===== src/rtl/sa_311.sv =====
// Bit-serial adder: one full-adder cell plus a carry flop, operands consumed LSB-first.
// A start/busy/done handshake brackets each WIDTH-cycle operation.
module sa_311 #(
    parameter int WIDTH = 8
) (
    input  logic             clk_311,
    input  logic             rst_311,
    input  logic             start_311,
    input  logic [WIDTH-1:0] a_311,
    input  logic [WIDTH-1:0] b_311,
    input  logic             cin_311,
    output logic             busy_311,
    output logic             done_311,
    output logic [WIDTH-1:0] sum_311,
    output logic             cout_311
);

    localparam int CNT_W = $clog2(WIDTH) + 1;
    localparam logic [CNT_W-1:0] LAST = CNT_W'(WIDTH - 1);

    typedef enum logic {
        IDLE,
        SHIFT
    } state_t;

    state_t state, state_next;

    logic [WIDTH-1:0] a_reg, b_reg, s_reg, s_shifted;
    logic [CNT_W-1:0] cnt;
    logic             carry, carry_next, s_bit, last;

    always_ff @(posedge clk_311) begin
        if (rst_311) state <= IDLE;
        else         state <= state_next;
    end

    // Full-adder cell on the current LSBs; the new sum bit enters the MSB of the shifter.
    always_comb begin
        s_bit      = a_reg[0] ^ b_reg[0] ^ carry;
        carry_next = (a_reg[0] & b_reg[0]) | (a_reg[0] & carry) | (b_reg[0] & carry);
        s_shifted  = s_reg >> 1;
        s_shifted[WIDTH-1] = s_bit;
        last       = (cnt == LAST);
        state_next = state;
        case (state)
            IDLE:    if (start_311) state_next = SHIFT;
            SHIFT:   if (last)      state_next = IDLE;
            default: state_next = IDLE;
        endcase
    end

    assign busy_311 = (state == SHIFT);

    always_ff @(posedge clk_311) begin
        if (rst_311) begin
            a_reg    <= '0;
            b_reg    <= '0;
            s_reg    <= '0;
            carry    <= 1'b0;
            cnt      <= '0;
            sum_311  <= '0;
            cout_311 <= 1'b0;
            done_311 <= 1'b0;
        end else begin
            done_311 <= 1'b0;
            case (state)
                IDLE: begin
                    if (start_311) begin
                        a_reg <= a_311;
                        b_reg <= b_311;
                        carry <= cin_311;
                        cnt   <= '0;
                    end
                end
                SHIFT: begin
                    a_reg <= a_reg >> 1;
                    b_reg <= b_reg >> 1;
                    s_reg <= s_shifted;
                    carry <= carry_next;
                    cnt   <= cnt + 1'b1;
                    // The result registers see the final bit directly, not the stale shifter.
                    if (last) begin
                        sum_311  <= s_shifted;
                        cout_311 <= carry_next;
                        done_311 <= 1'b1;
                    end
                end
                default: ;
            endcase
        end
    end

endmodule


===== config.mk =====
export PLATFORM = sky130hd
export DESIGN_NAME = sa_311
export DESIGN_NICKNAME = d
export VERILOG_FILES = /design/src/rtl/sa_311.sv
export SDC_FILE = /design/constraint.sdc
export NUM_CORES = 1
export LEC_CHECK = 0
export CAP_MARGIN = 25
export CORE_MARGIN = 2
export CORE_UTILIZATION = 40
export CTS_CLUSTER_DIAMETER = 50
export CTS_CLUSTER_SIZE = 24
export DETAILED_ROUTE_END_ITERATION = 6
export GPL_ROUTABILITY_DRIVEN = 1
export PLACE_DENSITY = 0.75
export SYNTH_ARGS = -nofsm -noshare
export SYNTH_HDL_FRONTEND = slang
export SYNTH_SLANG_ARGS = --single-unit
export TNS_END_PERCENT = 10

===== constraint.sdc =====
create_clock -name clk_311 -period 1.2 [get_ports clk_311]
set_input_delay 0.12 -clock clk_311 [delete_from_list [all_inputs] [get_ports clk_311]]
set_output_delay 0.12 -clock clk_311 [all_outputs]
set_load 0.005 [all_outputs]

* After elaboration in Yosys (flattened, before gate mapping)
Index checks and enable logic that the tools add are counted.
** Operators by class
- Equality and inequality tests :: 2
- Add/subtract/negate cells :: 1
- Reductions and logical operators :: 2
- Bitwise gates (word level) :: 8
- Mux-type cells :: 12
** Operator list (number)
- 8-bit one-hot mux with 2 select lines :: 2
- 8-bit 2-to-1 mux :: 2
- 4-bit one-hot mux with 2 select lines :: 1
- 4-bit by 1-bit adder with 4-bit output (second input constant) :: 1
- 4-bit by 3-bit equality test with 1-bit output (second input constant) :: 1
- 1-bit 2-to-1 mux :: 4
- 4-bit 2-to-1 mux :: 1
- 1-bit one-hot mux with 2 select lines :: 2
- 1-bit AND :: 3
- 2-bit inequality test (second input constant) :: 1
- 1-bit OR :: 2
- 2-bit AND reduction :: 1
- 2-bit OR reduction :: 1
- 1-bit XOR :: 2
- 1-bit inverter :: 1
** Storage, ports and cells
- Bits in registers :: 40
- Logic and storage cells :: 34

* Longest topological paths before layout
Gate-level depths: netlist of run 1.
- Depth in word-level cells :: 4
- Mapped depth :: 5
- Gate-level depth less buffers :: 4

* Worst setup path after synthesis of run 1
OpenSTA, ideal clock, no wires.
- Path kind :: register -> register
- From :: reg cnt[0]
- To :: reg sum_311[1]
- Library setup time :: 0.135 ns
- Data arrival time :: 0.992 ns
- Setup slack :: 0.073 ns
- Stages on the path, launching flop included :: 6
- Cells stage by stage :: dfxtp_1 ha_1 and4b_1 buf_4 nand2_1 a21oi_2
** Between the ends
- Cells in the longest elaborated chain, start to end :: 2
** RTL lines
- start, declared :: RTL line 29 : logic [CNT_W-1:0] cnt;
- start signal, assigned :: RTL line 80 : cnt <= cnt + 1'b1;
- 4-bit by 3-bit equality test with 1-bit output :: RTL line 43 : last = (cnt == LAST);
- 2-bit AND reduction (no source line)
- end signal, assigned :: RTL line 83 : sum_311 <= s_shifted;
- end, declared :: RTL line 14 : output logic [WIDTH-1:0] sum_311,
No other way between the ends.
A chain may end at the register's enable or synchronous reset.

* Worst setup path in the final report of run 1
- From :: in start_311
- To :: reg b_reg[6]
** Between the ends
- Cells in the longest elaborated chain, start to end :: 1
** RTL lines
- start, declared :: RTL line 8 : input logic start_311,
- 2-bit inequality test (no source line)
- end signal, assigned :: RTL line 77 : b_reg <= b_reg >> 1;
- end, declared :: RTL line 28 : logic [WIDTH-1:0] a_reg, b_reg, s_reg, s_shifted;
No other way between the ends.

==> results of run 1 <==
[logic make-up (layout without fill, tap and decap cells)]
kind of cell | Yosys count | after routing | share of synthesized area [%]
muxes | 39 | 39 | 26.4
DFF | 39 | 39 | 45.0
adders and majority gates | 2 | 2 | 1.87
and+or+nand+nor | 55 | 56 | 14.1
AOI/OAI and AO/OA | 15 | 15 | 6.56
buffers and inverters | 13 | 51 | 5.55
xor gates and xnor gates | 1 | 1 | 0.505
[how the worst max path moves through the flow]
stage / to / slack, ns / depth (start not counted)
5_1_grt: cnt[1] / -0.01 / 5
4_1_cts: sum_311[2] / 0.02 / 4
2_1_floorplan: sum_311[1] / 0.07 / 5
3_3_place_gp: a_reg[6] / -0.23 / 5
6_report: b_reg[6] / 0.06 / 5
3_5_place_dp: b_reg[2] / -0.25 / 5
[synth_stat cells]
| master | n |
|---|---|
| a211oi_1 | 1 |
| and4b_1 | 1 |
| buf_2 | 2 |
| nand4b_2 | 1 |
| mux2_2 | 2 |
| clkbuf_1 | 2 |
| a21oi_2 | 9 |
| nor2_1 | 27 |
| nor3_2 | 1 |
| mux2i_1 | 24 |
| nand3_1 | 1 |
| buf_4 | 3 |
| nor3_1 | 2 |
| buf_8 | 1 |
| inv_1 | 2 |
| ha_1 | 1 |
| fa_1 | 1 |
| o21a_1 | 1 |
| nand2_1 | 19 |
| buf_6 | 3 |
| nor3b_1 | 3 |
| dfxtp_1 | 39 |
| a21oi_1 | 4 |
| mux2_4 | 13 |
| xor2_1 | 1 |
[critical path, stage by stage]
cell and delay (ns):
clkdlybuf4s50_1 0.52, buf_12 0.18, mux2_4 0.31, mux2i_1 0.13, nor2_1 0.05
[per-layer routing]
layer / share of wire, % / wire length, um / global-route usage, % / vias up
li1: - / - / - / 634
met1: 44 / 1420 / 17.6 / 594
met5: 0 / 0 / 0 / -
met3: 4.8 / 155 / 5.63 / 8
met2: 49 / 1590 / 23.9 / 24
met4: 2.3 / 74 / 6.41 / 0
[layout make-up]
class                      count  area share [%]
sequential                    39            35.1
tap                           50            2.77
timing repair buffer          41            17.6
inverter                       2           0.333
clock buffer                   8            4.44
multi-input combinational    113            39.8
[through the flow]
stage | instances | utilization, % | worst slack, ns
6_report | 253 | 55.2 | 0.0580
5_1_grt | 253 | 55.2 | -0.0118
4_1_cts | 253 | 54.7 | 0.0167
3_5_place_dp | 243 | 51.7 | -0.255
3_3_place_gp | 243 | 51.7 | -0.234
2_1_floorplan | 164 | - | 0.0729
[power breakdown]
group          total, mW  internal, mW  switching, mW
Combinational      0.352         0.215          0.137
Sequential          1.37          1.34         0.0321
Clock              0.968         0.524          0.444
Total               2.69          2.08          0.613
[repair_timing]
action,4_1_cts,5_1_grt
buffers inserted,1,0
setup endpoints to repair,21,24
resized for setup,18,6
pin swaps,1,2
gates cloned,1,0
[placed cells by master, fill, tap and decap left out, drive strengths merged, types with 2 or more instances in the layout]
master | netlist | final
nor3b | 3 | 3
a21oi | 13 | 13
nor2 | 27 | 27
clkdlybuf4s50 | 0 | 19
mux2 | 15 | 15
nand2 | 19 | 19
mux2i | 24 | 24
buf | 9 | 11
and4b | 1 | 2
dfxtp | 39 | 39
clkbuf | 2 | 8
nor3 | 3 | 3
dlygate4sd2 | 0 | 11
inv | 2 | 2
==> summary.md, run 1 <==
| Metric | Value |
|---|---|
| Largest net degree at the start of global routing | `40` |
| Placed Area | `2110 um^2` |
| Setup crit start kind | `input pin` |
| Placement Rows | `23` |
| Netlist cell types | `25` |
| DP Wirelength | `2140 um` |
| Arr. time, crit path | `1.32 ns` |
| Final ANT Viol Nets | `0` |
| Max-cap viol count | `0` |
| Root buf cell | `clkbuf_8` |
| Synth top area share | `45.0%` |
| Cell taking the most area after synthesis | `dfxtp_1` |
| DRC | `0` |
| Tot GR Track Use | `14.8%` |
| Synth Area per Inst | `10.6 um^2` |
| Final Cycle Share | `95.2%` |
| Starting Density | `42.5%` |
| Area of the multi-input gates | `897 um^2` |
| Die width | `69.9 um` |
| Critical path fanouts, max | `15` |
| CTS tree | `yes` |
| Worst-margin pin slew | `0.290 ns` |
| DRT Pass-1 Iters | `4` |
| Worst setup EP type | `flip-flop` |
| Vias per inst | `4.98` |
| Setup Viol. Count Final | `0` |
| HP Start | `a_311[7]` |
| Mapped cell area | `1740 um^2` |
| Hold WS | `0.460 ns` |
| Max Clk Rate | `0.876 GHz` |
| Synth Warn # | `0` |
| Global-route wire length before repair | `5730 um` |
| Layout area overhead | `30.0%` |
| Register area share after synthesis | `45.0%` |
| GR Overflow Total | `0` |
| Kind of critical path | `input pin to flip-flop` |
| Critical Path RT | `1.38 ns` |
| FF/Latch Area | `791 um^2` |
| Worst Hold Path EP | `a_reg[7]` |
| Clk_lat worst skew | `0.29 ns` |
| ANT cells | `0` |
| Die area | `4880 um^2` |
| Status | `finished, final reports clean` |
| CTS Buf Count | `5` |
| Via Count | `1260` |
| Final #Nets | `224` |
| Pins over their slew limit | `0` |
| Lkg Pwr | `0.978 nW` |
| Layout cells sized above 1 | `26.6%` |
| Sink Count | `39` |
| Clock tree buffer depth | `2` |
| H-tree depth | `2` |
| Syn Inst Count | `164` |
| Final Cell Area | `2260 um^2` |
| Reg-to-Reg End | `cnt[3]` |
| Total power | `2.69 mW` |
| Reg2reg path depth | `3` |
| WL final | `3240 um` |
| Initial antenna violation count | `0` |
| Syn Nets | `186` |
| CTS Hold Bufs | `0` |
| Ranking of synthesized cells by area | `dfxtp_1 (45%), mux2i_1 (14%), mux2_4 (11%), nor2_1 (5.8%), a21oi_2 (4.5%)` |
| Register bit total from synthesis | `39` |
| Clock transition at path regs | `0.07 ns` |
| Core area | `4090 um^2` |
| Rel. slew slack | `80.6%` |
| Routed WL per cell | `12.8 um` |
| Cell Pwr Density | `1190 nW/um^2` |
| Layout Skew | `0.00727 ns` |
| Setup TNS | `0 ns` |
| R2R setup slack | `0.07 ns` |
| Buffers on Ports | `30` |
| Vias in the first global route | `1250` |
| Crit path from | `start_311` |
| Hold crit path type | `input pin to flip-flop` |
| IO Pins | `31` |
| Filler instances | `368` |
| Min-Delay Path Depth | `3` |
| Vert. Die Dim | `69.9 um` |
| Minimum clock period | `1.14 ns` |
| RSZ-0062 raised after global routing | `true` |
| Initial drt markers | `69` |
| Maximum vdd drop | `0.000649 V` |
| Worst r2r src | `cnt[2]` |
| Final hold violations | `0` |
| Gpl congestion | `0.686` |
(Power assumes the default switching activity.)
==> run 2: changes to the inputs <==
--- a/config.mk
+++ b/config.mk
@@ -12,7 +12,7 @@
 export CTS_CLUSTER_SIZE = 24
 export DETAILED_ROUTE_END_ITERATION = 6
 export GPL_ROUTABILITY_DRIVEN = 1
-export PLACE_DENSITY = 0.75
+export PLACE_DENSITY = 0.65
 export SYNTH_ARGS = -nofsm -noshare
 export SYNTH_HDL_FRONTEND = slang
 export SYNTH_SLANG_ARGS = --single-unit
==> run 2 against run 1 <==
  * First-iteration DRC count shrank 20%
  * Flip-flop and latch count is the same
  * Critical endpoint is now b_reg[0]
  * Critical path depth is the same
==> summary.md, run 2 (synthesized netlist as in run 1, its figures left out) <==
| Metric | Value |
|---|---|
| Status | `finished, final reports clean (unchanged)` |
| Initial drt markers | `55 (was 69)` |
| Sink Count | `39 (unchanged)` |
| Vias in the first global route | `1264 (was 1250)` |
| DRT Pass-1 Iters | `4 (unchanged)` |
| Total power | `2.51 mW (was 2.69 mW)` |
| CP peak stage delay | `0.50 ns (was 0.52 ns)` |
| Vert. Die Dim | `69.9 um (unchanged)` |
| Starting Density | `42.5% (unchanged)` |
| Vias per inst | `4.90 (was 4.98)` |
| Rel. slew slack | `84.7% (was 80.6%)` |
| Final Cycle Share | `96.8% (was 95.2%)` |
| Die area | `4880 um^2 (unchanged)` |
| Slowest CP cell | `clkdlybuf4s50_1 (unchanged)` |
| Worst Hold Path EP | `sum_311[0] (was a_reg[7])` |
| Layout area overhead | `27.1% (was 30.0%)` |
| Layout Skew | `0.00273 ns (was 0.00727 ns)` |
| Critical path fanouts, max | `18 (was 15)` |
| CTS tree | `yes (unchanged)` |
| Core area | `4090 um^2 (unchanged)` |
| Initial antenna violation count | `0 (unchanged)` |
| Hold WS | `0.461 ns (was 0.460 ns)` |
| Worst-margin pin slew | `0.229 ns (was 0.290 ns)` |
| Setup Viol. Count Final | `0 (unchanged)` |
| Max-cap viol count | `0 (unchanged)` |
| Setup TNS | `0 ns (unchanged)` |
| Placed Area | `2100 um^2 (was 2110 um^2)` |
| HP Start | `s_reg[1] (was a_311[7])` |
| Worst Slack Setup Final | `0.0386 ns (was 0.0580 ns)` |
| IO Pins | `31 (unchanged)` |
| Layout cells sized above 1 | `24.5% (was 26.6%)` |
| Cell Pwr Density | `1140 nW/um^2 (was 1190 nW/um^2)` |
| Commonest non-fill, non-tap cell in the layout | `dfxtp_1 (unchanged)` |
| Most frequent cells in the layout | `dfxtp_1 (35), nor2_1 (27), mux2i_1 (24), nand2_1 (19), clkdlybuf4s50_1 (19) (was dfxtp_1 (33), nor2_1 (27), mux2i_1 (24), nand2_1 (19), clkdlybuf4s50_1 (19))` |
| GR Overflow Total | `0 (unchanged)` |
| Gpl congestion | `0.680 (was 0.686)` |
| Clock tree buffer depth | `2 (unchanged)` |
| Critical Path RT | `1.37 ns (was 1.38 ns)` |
| Max Clk Rate | `0.861 GHz (was 0.876 GHz)` |
| H-tree depth | `2 (unchanged)` |
| Kind of critical path | `input pin to flip-flop (unchanged)` |
| Root buf cell | `clkbuf_8 (unchanged)` |
| Clk_lat worst skew | `0.28 ns (was 0.29 ns)` |
| Placement Rows | `23 (unchanged)` |
| Via Count | `1226 (was 1260)` |
| Final ANT Viol Nets | `0 (unchanged)` |
| Minimum clock period | `1.16 ns (was 1.14 ns)` |
| Routed WL per cell | `13.2 um (was 12.8 um)` |
| Final Cell Area | `2210 um^2 (was 2260 um^2)` |
| Setup crit start kind | `input pin (unchanged)` |
| Clock transition at path regs | `0.07 ns (about the same)` |
| Largest net degree at the start of global routing | `40 (unchanged)` |
| Dpl cells | `242 (was 243)` |
| Reg-to-Reg End | `s_reg[7] (was cnt[3])` |
| Met1 Usage GRT | `17.0% (was 17.6%)` |
| WL final | `3300 um (was 3240 um)` |
| GR Util met3 | `4.18% (was 5.63%)` |
| Pins over their slew limit | `0 (unchanged)` |
| Maximum vdd drop | `0.000742 V (was 0.000649 V)` |
| Layer with the highest usage | `met2 (unchanged)` |
| Buffers on Ports | `30 (unchanged)` |
| Worst r2r src | `carry (was cnt[2])` |
| R2R setup slack | `0.07 ns (about the same)` |
| Final #Nets | `223 (was 224)` |
| Hold crit path type | `flip-flop to flip-flop (was input pin to flip-flop)` |
| DRC | `0 (unchanged)` |
| Worst setup EP type | `flip-flop (unchanged)` |
| Min-Delay Path Depth | `2 (was 3)` |
| RSZ-0062 raised after global routing | `true (unchanged)` |
| ANT cells | `0 (unchanged)` |
| Die width | `69.9 um (unchanged)` |
| Crit-path cells | `clkdlybuf4s50_1 > buf_12 > mux2_2 > mux2i_1 > nor2_1 (was clkdlybuf4s50_1 > buf_12 > mux2_4 > mux2i_1 > nor2_1)` |
| Arr. time, crit path | `1.33 ns (was 1.32 ns)` |
| GR Util met2 | `24.0% (was 23.9%)` |
| Layout Cells excl Fill | `250 (was 253)` |
| CP delay by family, top | `buffers and inverters (unchanged)` |
| DP Wirelength | `2240 um (was 2140 um)` |
| Lkg Pwr | `0.944 nW (was 0.978 nW)` |
| Dpl ws | `-0.261 ns (was -0.255 ns)` |
| CTS Buf Count | `5 (unchanged)` |
| Global-route wire length before repair | `5620 um (was 5730 um)` |
| Tot GR Track Use | `14.4% (was 14.8%)` |
| Reg2reg path depth | `3 (unchanged)` |
| Final Core Density | `54.0% (was 55.2%)` |
| Buf/Inv on CP | `2 (unchanged)` |
| Final hold violations | `0 (unchanged)` |
==> run 2: area by class of cell <==
cell class | instances | area [um^2]
Clock buffer | 6 | 72.6
Timing Repair Buffer | 40 | 387
Multi-Input combinational cell | 113 | 888
Sequential cell | 39 | 788
Inverter | 2 | 7.51
Fill cell | 380 | 1880
Tap cell | 50 | 62.6
==> run 2: where the power goes <==
part | internal (mW) | leakage [nW] | switching (mW)
combinational | 0.212 | 0.588 | 0.137
clock | 0.387 | 0.0371 | 0.396
sequential | 1.34 | 0.319 | 0.0305
total | 1.94 | 0.944 | 0.564
==> run 2: worst max-delay path by stage <==
stage                   start    endpoint  cells past startpoint
floorplan              cnt[0]  sum_311[1]                      5
detailed placement  start_311       carry                      5
global route            carry    s_reg[7]                      3
CTS                    cnt[1]    cout_311                      4
global placement    start_311    b_reg[1]                      5
finish              start_311    b_reg[0]                      5
==> run 2: repair_timing <==
action,4_1_cts,5_1_grt
gates cloned,1,0
setup buffers,1,0
hold buffers,0,0
endpoints found under the setup margin,21,10
resized for setup,15,5
pin swaps,1,2
==> run 2: tightest hold or removal path, cell delays in order (launching register included) <==
cell	delay [ns]
dfxtp_1	0.31
nand2_1	0.06
a21oi_2	0.04
==> run 2: routing by layer <==
metal,wire [um],part of all wire [%]
met2,1650,50
met1,1480,45
met4,22,0.67
met3,149,4.5
met5,0,0
